$ cat src/rtl/signed_2s_comp_add.sv
// Registered signed two's-complement adder.
// The sum comes from a ripple chain of full adders. Overflow is detected from
// the carries into and out of the MSB. Outputs are registered with 1-cycle latency.
// Optional macro SIGNED_ADD_SAT_EN clamps the sum on signed overflow.

// Single-bit full adder, one per bit position of the chain.
module sa_full_adder (
  input  logic a_i,
  input  logic b_i,
  input  logic c_i,
  output logic s_o,
  output logic c_o
);
  assign s_o = a_i ^ b_i ^ c_i;
  assign c_o = (a_i & b_i) | (c_i & (a_i ^ b_i));
endmodule

module signed_2s_comp_add #(
  parameter int WIDTH = 32
) (
  input  logic             clk,
  input  logic             rst_n,
  input  logic             in_valid,
  input  logic [WIDTH-1:0] num1,
  input  logic [WIDTH-1:0] num2,
  output logic             out_valid,
  output logic [WIDTH-1:0] s_add,
  output logic             carry,
  output logic             overflow,
  output logic             negative,
  output logic             zero
);
  localparam int MSB = WIDTH - 1;

  logic [WIDTH:0]   cy;
  logic [WIDTH-1:0] sum_c;
  logic             carry_c;
  logic             ovf_c;
  logic [WIDTH-1:0] sum_fin;

  logic             vld_q,  vld_d;
  logic [WIDTH-1:0] sum_q,  sum_d;
  logic             cry_q,  cry_d;
  logic             ovf_q,  ovf_d;
  logic             neg_q,  neg_d;
  logic             zro_q,  zro_d;

  assign cy[0] = 1'b0;

  // The ripple chain has one full adder per bit, and carry-in is 0.
  for (genvar i = 0; i < WIDTH; i++) begin : g_fa
    sa_full_adder u_fa (
      .a_i (num1[i]),
      .b_i (num2[i]),
      .c_i (cy[i]),
      .s_o (sum_c[i]),
      .c_o (cy[i+1])
    );
  end

  assign carry_c = cy[WIDTH];
  // Signed overflow is set when the carry into the MSB differs from the carry out of it.
  assign ovf_c   = cy[WIDTH] ^ cy[MSB];

`ifdef SIGNED_ADD_SAT_EN
  // On overflow, clamp toward the sign of the operands (both operands share it when overflow occurs).
  always_comb begin
    sum_fin = sum_c;
    if (ovf_c) sum_fin = num1[MSB] ? {1'b1, {(WIDTH-1){1'b0}}} : {1'b0, {(WIDTH-1){1'b1}}};
  end
`else
  assign sum_fin = sum_c;
`endif

  // Next state: load on valid. Otherwise hold the data and drop valid.
  always_comb begin
    vld_d = in_valid;
    sum_d = sum_q;
    cry_d = cry_q;
    ovf_d = ovf_q;
    neg_d = neg_q;
    zro_d = zro_q;
    if (in_valid) begin
      sum_d = sum_fin;
      cry_d = carry_c;
      ovf_d = ovf_c;
      neg_d = sum_fin[MSB];
      zro_d = (sum_fin == '0);
    end
  end

  // Output registers with async clear. Flags are registered so they read 0 in reset.
  always_ff @(posedge clk or negedge rst_n) begin
    if (!rst_n) begin
      vld_q <= 1'b0;
      sum_q <= '0;
      cry_q <= 1'b0;
      ovf_q <= 1'b0;
      neg_q <= 1'b0;
      zro_q <= 1'b0;
    end else begin
      vld_q <= vld_d;
      sum_q <= sum_d;
      cry_q <= cry_d;
      ovf_q <= ovf_d;
      neg_q <= neg_d;
      zro_q <= zro_d;
    end
  end

  assign out_valid = vld_q;
  assign s_add     = sum_q;
  assign carry     = cry_q;
  assign overflow  = ovf_q;
  assign negative  = neg_q;
  assign zero      = zro_q;
endmodule

$ cat config.mk
export PLATFORM = sky130hd
export DESIGN_NAME = signed_2s_comp_add
export DESIGN_NICKNAME = d
export VERILOG_FILES = /design/src/rtl/signed_2s_comp_add.sv
export SDC_FILE = /design/constraint.sdc
export NUM_CORES = 1
export LEC_CHECK = 0
export CAP_MARGIN = 10
export CORE_MARGIN = 2
export CORE_UTILIZATION = 41
export CTS_CLUSTER_DIAMETER = 200
export DETAILED_ROUTE_END_ITERATION = 8
export HOLD_SLACK_MARGIN = 0.15
export PLACE_DENSITY = 0.8
export SLEW_MARGIN = 40
export SYNTH_ARGS = -nofsm -noshare
export SYNTH_HDL_FRONTEND = slang
export SYNTH_SLANG_ARGS = --single-unit
$ cat constraint.sdc
create_clock -name clk -period 0.9 [get_ports clk]
set_input_delay 0.135 -clock clk [delete_from_list [all_inputs] [get_ports clk]]
set_output_delay 0.135 -clock clk [all_outputs]
set_load 0.02 [all_outputs]
# --- Word level (Yosys, flattened, before mapping) ---
# Cells that the tools add are included.
op_classes:
  bitwise: 158
  reduce_logical: 1
op_table:
  columns: ["op", "n"]
  rows:
  - ["$xor A1 B1 Y1", 64]
  - ["$and A1 B1 Y1", 63]
  - ["$logic_not A32 Y1", 1]
  - ["$or A1 B1 Y1", 31]
totals:
  register_bits: 37
  inputBits: 67
  output_inout_bits: 37
  word_cells: 165

# --- Longest topological paths before layout ---
# Gate-level depths: netlist of run 1.
depth:
  depth_word: 64
  depth_mapped: 38
  mapped_depth_nobuf: 38

# --- Modules after synthesis ---
# Synthesis of run 1 repeated with hierarchy kept, for this count alone.
hier_totals:
  hier_cells: 123
  hier_area_um2: 2062.0
modules_own_cells:
  columns: ["module", "instances", "cells_each", "area_per_inst_um2", "seq_area_each_um2"]
  rows:
  - ["signed_2s_comp_add", 1, 91, 1421.4, 900.9]
  - ["sa_full_adder", 32, 1, 20.0, 0.0]

# --- Worst setup path after synthesis of run 1 ---
# OpenSTA, ideal clock, no wires.
synth_timing:
  kind: "input -> register"
  startpoint: "input port num1[0]"
  endpoint: "register zro_q, in the netlist zero"
  setup_ns: 0.123
  t_arrival_ns: 12.423
  required_time_ns: 0.777
  path_slack_ns: -11.646
  stages: 38
  n_path_buf: 0
  cell_sequence: "ha_1 > fa_1 > fa_1 > fa_1 > fa_1 > fa_1 > fa_1 > fa_1 > fa_1 > fa_1 > fa_1 > fa_1 > fa_1 > fa_1 > fa_1 > fa_1 > fa_1 > fa_1 > [2 not listed] > fa_1 > fa_1 > fa_1 > fa_1 > fa_1 > fa_1 > fa_1 > fa_1 > inv_1 > fa_1 > inv_1 > fa_1 > fa_1 > inv_1 > fa_1 > and4bb_2 > nand4_1 > o31ai_2"
synth_via:
  elab_chain_cells: 63
  word_cells_on_any_way: 94
  cone_classes: "93 x bitwise; 1 x reduce/logical"
synth_lines:
  columns: ["item", "line", "rtl"]
  rows:
  - ["start, declared", "24", "input logic [WIDTH-1:0] num1,"]
  - ["$and A1 B1 Y1 (2 in a row)", "15", "assign c_o = (a_i & b_i) | (c_i & (a_i ^ b_i));"]
  - ["$or A1 B1 Y1", "15", null]
  - ["$and A1 B1 Y1", "15", null]
  - ["$or A1 B1 Y1", "15", null]
  - ["$and A1 B1 Y1", "15", null]
  - ["$or A1 B1 Y1", "15", null]
  - ["$and A1 B1 Y1", "15", null]
  - ["$or A1 B1 Y1", "15", null]
  - ["[46 not listed]", null, null]
  - ["$and A1 B1 Y1", "15", null]
  - ["$or A1 B1 Y1", "15", null]
  - ["$and A1 B1 Y1", "15", null]
  - ["$or A1 B1 Y1", "15", null]
  - ["$and A1 B1 Y1", "15", null]
  - ["$or A1 B1 Y1", "15", null]
  - ["$xor A1 B1 Y1", "14", "assign s_o = a_i ^ b_i ^ c_i;"]
  - ["$logic_not A32 Y1 (*)", "88", "zro_d = (sum_fin == '0);"]
  - ["end signal, assigned", "107", "zro_q <= zro_d;"]
  - ["end, declared", "46", "logic zro_q, zro_d;"]
# Every way passes the cells marked *; elsewhere a longest branch is shown, timed or not.
# A chain may end at the register's enable or synchronous reset.

# --- Worst setup path in the final report of run 1 ---
# Same ends and word-level chain as after synthesis.

==> results of run 1 <==
[per-stage QoR]
stage                     area [sq um]  TNS, ns
after floorplan                   2310  -192.97
after global placement            3500  -222.01
after detailed placement          3500  -223.49
after CTS                         3700  -195.54
after global routing              3750  -199.91
final                             3750  -194.69
[placed cells by master (no fill, tap or decap)]
cell type        netlist  routed
a21oi_2                0       2
and4bb_2               1       1
buf_12                 0       2
buf_2                  0       3
buf_4                  1      19
buf_6                  4      40
bufinv_16              0       1
clkbuf_1               0       1
clkbuf_8               0       5
clkdlybuf4s15_1        0       1
clkdlybuf4s50_1        0      60
clkinv_2               0       1
dfrtp_1               36      36
dlygate4sd3_1          0       1
fa_2                   0      31
ha_4                   0       1
inv_1                  8       5
inv_2                  0       3
mux2_4                19      31
mux2i_1                1       1
nand2b_1               1       1
nand4_1                2       2
nor2_1                 3       3
nor4_1                 3       3
nor4_2                 2       2
nor4b_2                1       1
o31ai_2                1       1
or3_1                  1       1
xnor2_2                0       1
[cell type report]
type                            instances  area, sq um
Fill cell                             368         1390
Multi-Input combinational cell         82         1350
Timing Repair Buffer                  126         1270
Sequential cell                        36          901
Tap cell                               70         87.6
Clock buffer                            6         72.6
Clock inverter                          2         35.0
Inverter                                8         30.0
[per-layer routing]
metal	global-route usage, %	wire, um	vias to the layer above	part of all wire, %
met5	0	0	-	0
met3	8.82	481	4	9.0
li1	-	-	697	-
met1	24.3	2030	762	38
met4	4.29	33	0	0.62
met2	34.7	2800	70	52
[path summary, 6_finish.rpt]
kind | start | cells past startpoint | to
worst max-delay path | num1[0] | 39 | zero$_DFFE_PN0P_
min in group asynchronous | rst_n | 2 | s_add[7]$_DFFE_PN0P_
worst min-delay path | num2[0] | 3 | s_add[0]$_DFFE_PN0P_
worst min register to register | zero$_DFFE_PN0P_ | 2 | zero$_DFFE_PN0P_
worst max register to register | s_add[15]$_DFFE_PN0P_ | 2 | s_add[15]$_DFFE_PN0P_
max in group asynchronous | rst_n | 3 | s_add[25]$_DFFE_PN0P_
[flip-flops by register name, indices dropped and copies added, names as in the netlist]
| name | cells |
|---|---|
| out_valid | 1 |
| s_add | 32 |
| overflow | 1 |
| carry | 1 |
| zero | 1 |
[logic make-up (layout without fill, tap and decap cells)]
kind of cell             after synthesis  after routing  synth area share [%]
flip-flops                            36             36                  41.2
AND/OR/NAND/NOR                       14             14                  4.92
multiplexers                          32             32                  19.7
XOR/XNOR                               1              1                 0.401
buffers and inverters                 13            142                  3.78
adder cells (fa/ha/maj)               32             32                  29.0
AO/OA/AOI/OAI                          3              3                  1.03
[power groups by stage]
stage | Clock (uW) | Combinational, uW | Sequential [uW]
2_1_floorplan | 0 | 1060 | 2660
3_3_place_gp | 0 | 3030 | 2220
3_5_place_dp | 0 | 3090 | 2220
4_1_cts | 1450 | 3260 | 2280
5_1_grt | 1510 | 3530 | 2340
6_report | 1400 | 3290 | 2290
[what timing repair did]
| item | 4_1_cts | 5_1_grt |
|---|---|---|
| pin swaps | 2 | 0 |
| gates resized for setup | 240 | 5 |
| endpoints found under the setup margin | 72 | 70 |
| setup buffers | 5 | 4 |
| hold buffers | 1 | 0 |
| hold endpoints to repair | 36 | 0 |
[worst reg2reg max path, stage by stage (launching register included)]
cell and delay, ns:
dfrtp_1 0.41, buf_4 0.14, mux2_4 0.26
==> results.json, run 1 <==
{
  "setup_slack_ns": -10.62,
  "yosys-top-cells-area": "dfrtp_1, fa_1, mux2_4",
  "violations": "setup timing",
  "worstPathArrival_ns": 11.70,
  "internal_power_uw": 4800,
  "dp_slack_ns": -11.39,
  "clk_latency_ns": 0.28,
  "final-instance-count-excl-fill": 330,
  "wl_per_cell_um": 16.2,
  "crit_family": "adder cells",
  "slowest_stage": "fa_2",
  "port_buffers": 103,
  "synth_common_cells": "dfrtp_1, fa_1, mux2_4",
  "rsz0062_at_grt": "yes",
  "dr_total_vias": 1533,
  "viasPerCell": 4.65,
  "clock_sinks": 36,
  "grt_max_degree": 26,
  "hold_violations": 0,
  "path_clk_slew_ns": 0.07,
  "synth_edf_count": 0,
  "async_flop_share_pct": 100,
  "syn_nets": 230,
  "synthDistinctLibCells": 20,
  "p_clk_share_pct": 20.1,
  "r2r_slack_ns": -0.02,
  "dr.pass1.iters": 4,
  "worst_slew_pin_slew_ns": 0.368,
  "synth_area_sq_um": 2190,
  "place_congestion": 0.751,
  "max_freq_mhz": 86.8,
  "cts_made_buffers": 5,
  "worstPathRequired_ns": 1.08,
  "worst-path-buf-inv": 4,
  "seqPwrFrac_pct": 32.8,
  "cpPeakStageDelay_ns": 0.44,
  "routed_wl_mm": 5.34,
  "drive_above_1_share_pct": 55.8,
  "synth.ff_latch_count": 36,
  "root_buffer": "clkbuf_8",
  "overflow": 0,
  "p_total_uw": 6970,
  "yosysTopAreaCell": "dfrtp_1",
  "grt_first_pass_wirelength_mm": 9.20,
  "hold_ws_ns": 0.189,
  "place_hpwl_mm": 4.29,
  "hp-class": "in2reg",
  "yosys_most_used_dff": "dfrtp_1",
  "ys_seq_area_share_pct": 41.2,
  "nets": 358,
  "finClkSkew_ns": 0,
  "startpoint_type": "primary input",
  "p_leak_uw": 0.00163,
  "setup_violations": 71,
  "antennaDiodeCount": 0,
  "worst_path_most_repeated_cell": "fa_2",
  "switching_share_pct": 31.2,
  "yosysWarnings": 0,
  "max-vdd-ir-drop_uv": 1040,
  "fin_util_pct": 72.9,
  "die_w_um": 77.0,
  "postSynthAreaPerCell_sq_um": 16.7,
  "p_per_area_nw_per_um2": 1860,
  "max_slew_margin_pct": 75.2,
  "status": "finished, violations left",
  "placementRows": 26,
  "end_kind": "register",
  "slew_viol_final": 0,
  "dr.first_iter.drc_count": 27,
  "htreeDepth": 2,
  "critPathKind": "in2reg",
  "clockBufferDepth": 2,
  "fin_crit_ns": 11.52,
  "finalCritPeriodShare_pct": 1280,
  "route.detailed.drc": 0,
  "dp.cells": 313,
  "coreArea_sq_um": 5140,
  "design.die.area_sq_um": 5930,
  "synth_most_common_cell": "dfrtp_1",
  "cp_max_fo": 2,
  "area_delta_synth_final_pct": 71.4,
  "die_y_um": 77.0,
  "netlist_instances": 131,
  "antenna_found_initial": 0,
  "power.switching_uw": 2170,
  "maxCapViolations": 0,
  "initial_core_util_pct": 42.5,
  "ant_nets": 0,
  "cts_tree": "built",
  "track_usage_pct": 20.5,
  "grt_pass1_vias": 1830,
  "power_frac_comb_pct": 47.1,
  "ioPinCount": 104,
  "netlist.area_leader.share_pct": 41.2
}
No activity file was read; power rests on OpenSTA's default activity.
==> run 2, diff against run 1 <==
- CORE_MARGIN: 2 -> default
==> run 2 against run 1 <==
Effect of this change: the run still ends with setup timing left; global-route usage is 0.24 points higher; sequential cell count is the same; wire length down 0.94%; core utilization is 1.4 points higher; critical path type unchanged.
==> results.json, run 2 (synthesis gave the netlist of run 1 again) <==
{
  "clockBufferDepth": 2,
  "wl_per_cell_um": 15.8,
  "hold_violations": 0,
  "antennaDiodeCount": 0,
  "cpPeakStageDelay_ns": 0.43,
  "max-vdd-ir-drop_uv": 1040,
  "p_per_area_nw_per_um2": 1860,
  "cp_max_fo": 2,
  "max_slew_margin_pct": 73.4,
  "worstPathArrival_ns": 11.61,
  "fin_crit_ns": 11.43,
  "die_w_um": 75.0,
  "final-instance-count-excl-fill": 334,
  "dp_slack_ns": -11.29,
  "design.die.area_sq_um": 5630,
  "cts_made_buffers": 5,
  "coreArea_sq_um": 5110,
  "nets": 362,
  "grt_pass1_vias": 1744,
  "overflow": 0,
  "dr.pass1.iters": 3,
  "worstPathRequired_ns": 1.08,
  "setup_slack_ns": -10.53,
  "place_congestion": 0.730,
  "dr_total_vias": 1582,
  "grt_first_pass_wirelength_mm": 8.42,
  "largest_register_ffs": 32,
  "maxCapViolations": 0,
  "worst_path_most_repeated_cell": "fa_2",
  "violations": "setup timing",
  "max_freq_mhz": 87.5,
  "p_leak_uw": 0.00165,
  "path_clk_slew_ns": 0.08,
  "root_buffer": "clkbuf_8",
  "grt_max_degree": 37,
  "ioPinCount": 104,
  "placementRows": 26,
  "ant_nets": 0,
  "status": "finished, violations left",
  "worst_slew_pin_slew_ns": 0.395,
  "hp-class": "in2reg",
  "area_delta_synth_final_pct": 73.7,
  "end_kind": "register",
  "hold_ws_ns": 0.195,
  "route.detailed.drc": 0,
  "port_buffers": 103,
  "setup_violations": 71,
  "dp.cells": 315,
  "place_hpwl_mm": 4.18,
  "htreeDepth": 2,
  "cts_tree": "built",
  "slew_viol_final": 0,
  "drive_above_1_share_pct": 56.4,
  "clk_latency_ns": 0.28,
  "routed_wl_mm": 5.29,
  "finClkSkew_ns": 0,
  "clock_sinks": 36,
  "startpoint_type": "primary input",
  "rsz0062_at_grt": "yes",
  "final_common_cell": "clkdlybuf4s50_1",
  "die_y_um": 75.0,
  "fin_util_pct": 74.4,
  "n_fill_cell": 351,
  "dr.first_iter.drc_count": 15,
  "antenna_found_initial": 0,
  "critPathKind": "in2reg",
  "initial_core_util_pct": 42.8,
  "track_usage_pct": 20.7,
  "viasPerCell": 4.74,
  "finalCritPeriodShare_pct": 1270,
  "layout_common_cells": "clkdlybuf4s50_1, buf_6, dfrtp_1, mux2_4, fa_2",
  "slowest_stage": "fa_2"
}
[run 2: worst max-delay path, delay by kind of cell]
kind	cells	cell delay, ns
buffers and inverters	4	0.26
and+or+nand+nor	2	0.34
adders and majority gates	32	10.81
AOI/OAI and AO/OA	1	0.07
[run 2: power by group]
group	internal [uW]	total, uW	leakage, uW	switching, uW
logic	2040	3350	0.00117	1310
registers	1990	2280	0.000422	293
clock network	820	1440	0.0000541	621
total	4850	7070	0.00165	2230
[run 2: per-layer routing]
layer | global-route usage (%) | part of all wire [%] | vias to the layer above
li1 | - | - | 704
met1 | 25.5 | 38 | 801
met2 | 35.9 | 54 | 70
met3 | 6.43 | 7.1 | 7
met4 | 4.40 | 0.87 | 0
met5 | 0 | 0 | -
[run 2: final cells by class]
| class | count | area, sq um | share of cell area, % |
|---|---|---|---|
| Tap cell | 70 | 87.6 | 2.31 |
| Clock buffer | 5 | 68.8 | 1.81 |
| Clock inverter | 3 | 42.5 | 1.12 |
| Multi-Input combinational cell | 82 | 1350 | 35.4 |
| Timing Repair Buffer | 130 | 1320 | 34.8 |
| Inverter | 8 | 30.0 | 0.791 |
| Sequential cell | 36 | 901 | 23.7 |
[run 2: path summary, 6_finish.rpt]
check                                       from                    end  slack [ns]  depth (start not counted)
max                                      num1[0]       zero$_DFFE_PN0P_      -10.53                         39
min                                      num2[0]   s_add[0]$_DFFE_PN0P_        0.20                          3
max reg2reg                s_add[29]$_DFFE_PN0P_  s_add[29]$_DFFE_PN0P_       -0.02                          2
min reg2reg                     zero$_DFFE_PN0P_       zero$_DFFE_PN0P_        0.54                          2
max in group asynchronous                  rst_n  s_add[13]$_DFFE_PN0P_        0.37                          3
min in group asynchronous                  rst_n  s_add[19]$_DFFE_PN0P_        0.34                          3
[run 2: timing repair]
action,CTS,global route
pin swaps,3,2
setup buffers,8,4
gates resized for setup,245,3
endpoints found under the hold margin,36,0
endpoints found under the setup margin,72,71
hold buffers,1,0
[run 2: per-stage QoR]
stage	TNS, ns	instance area [sq um]	power [uW]
global route	-199.35	3800	7440
floorplan	-192.97	2310	3720
global placement	-220.95	3520	5270
finish	-194.22	3800	7070
detailed placement	-222.80	3520	5320
CTS	-195.66	3770	7090
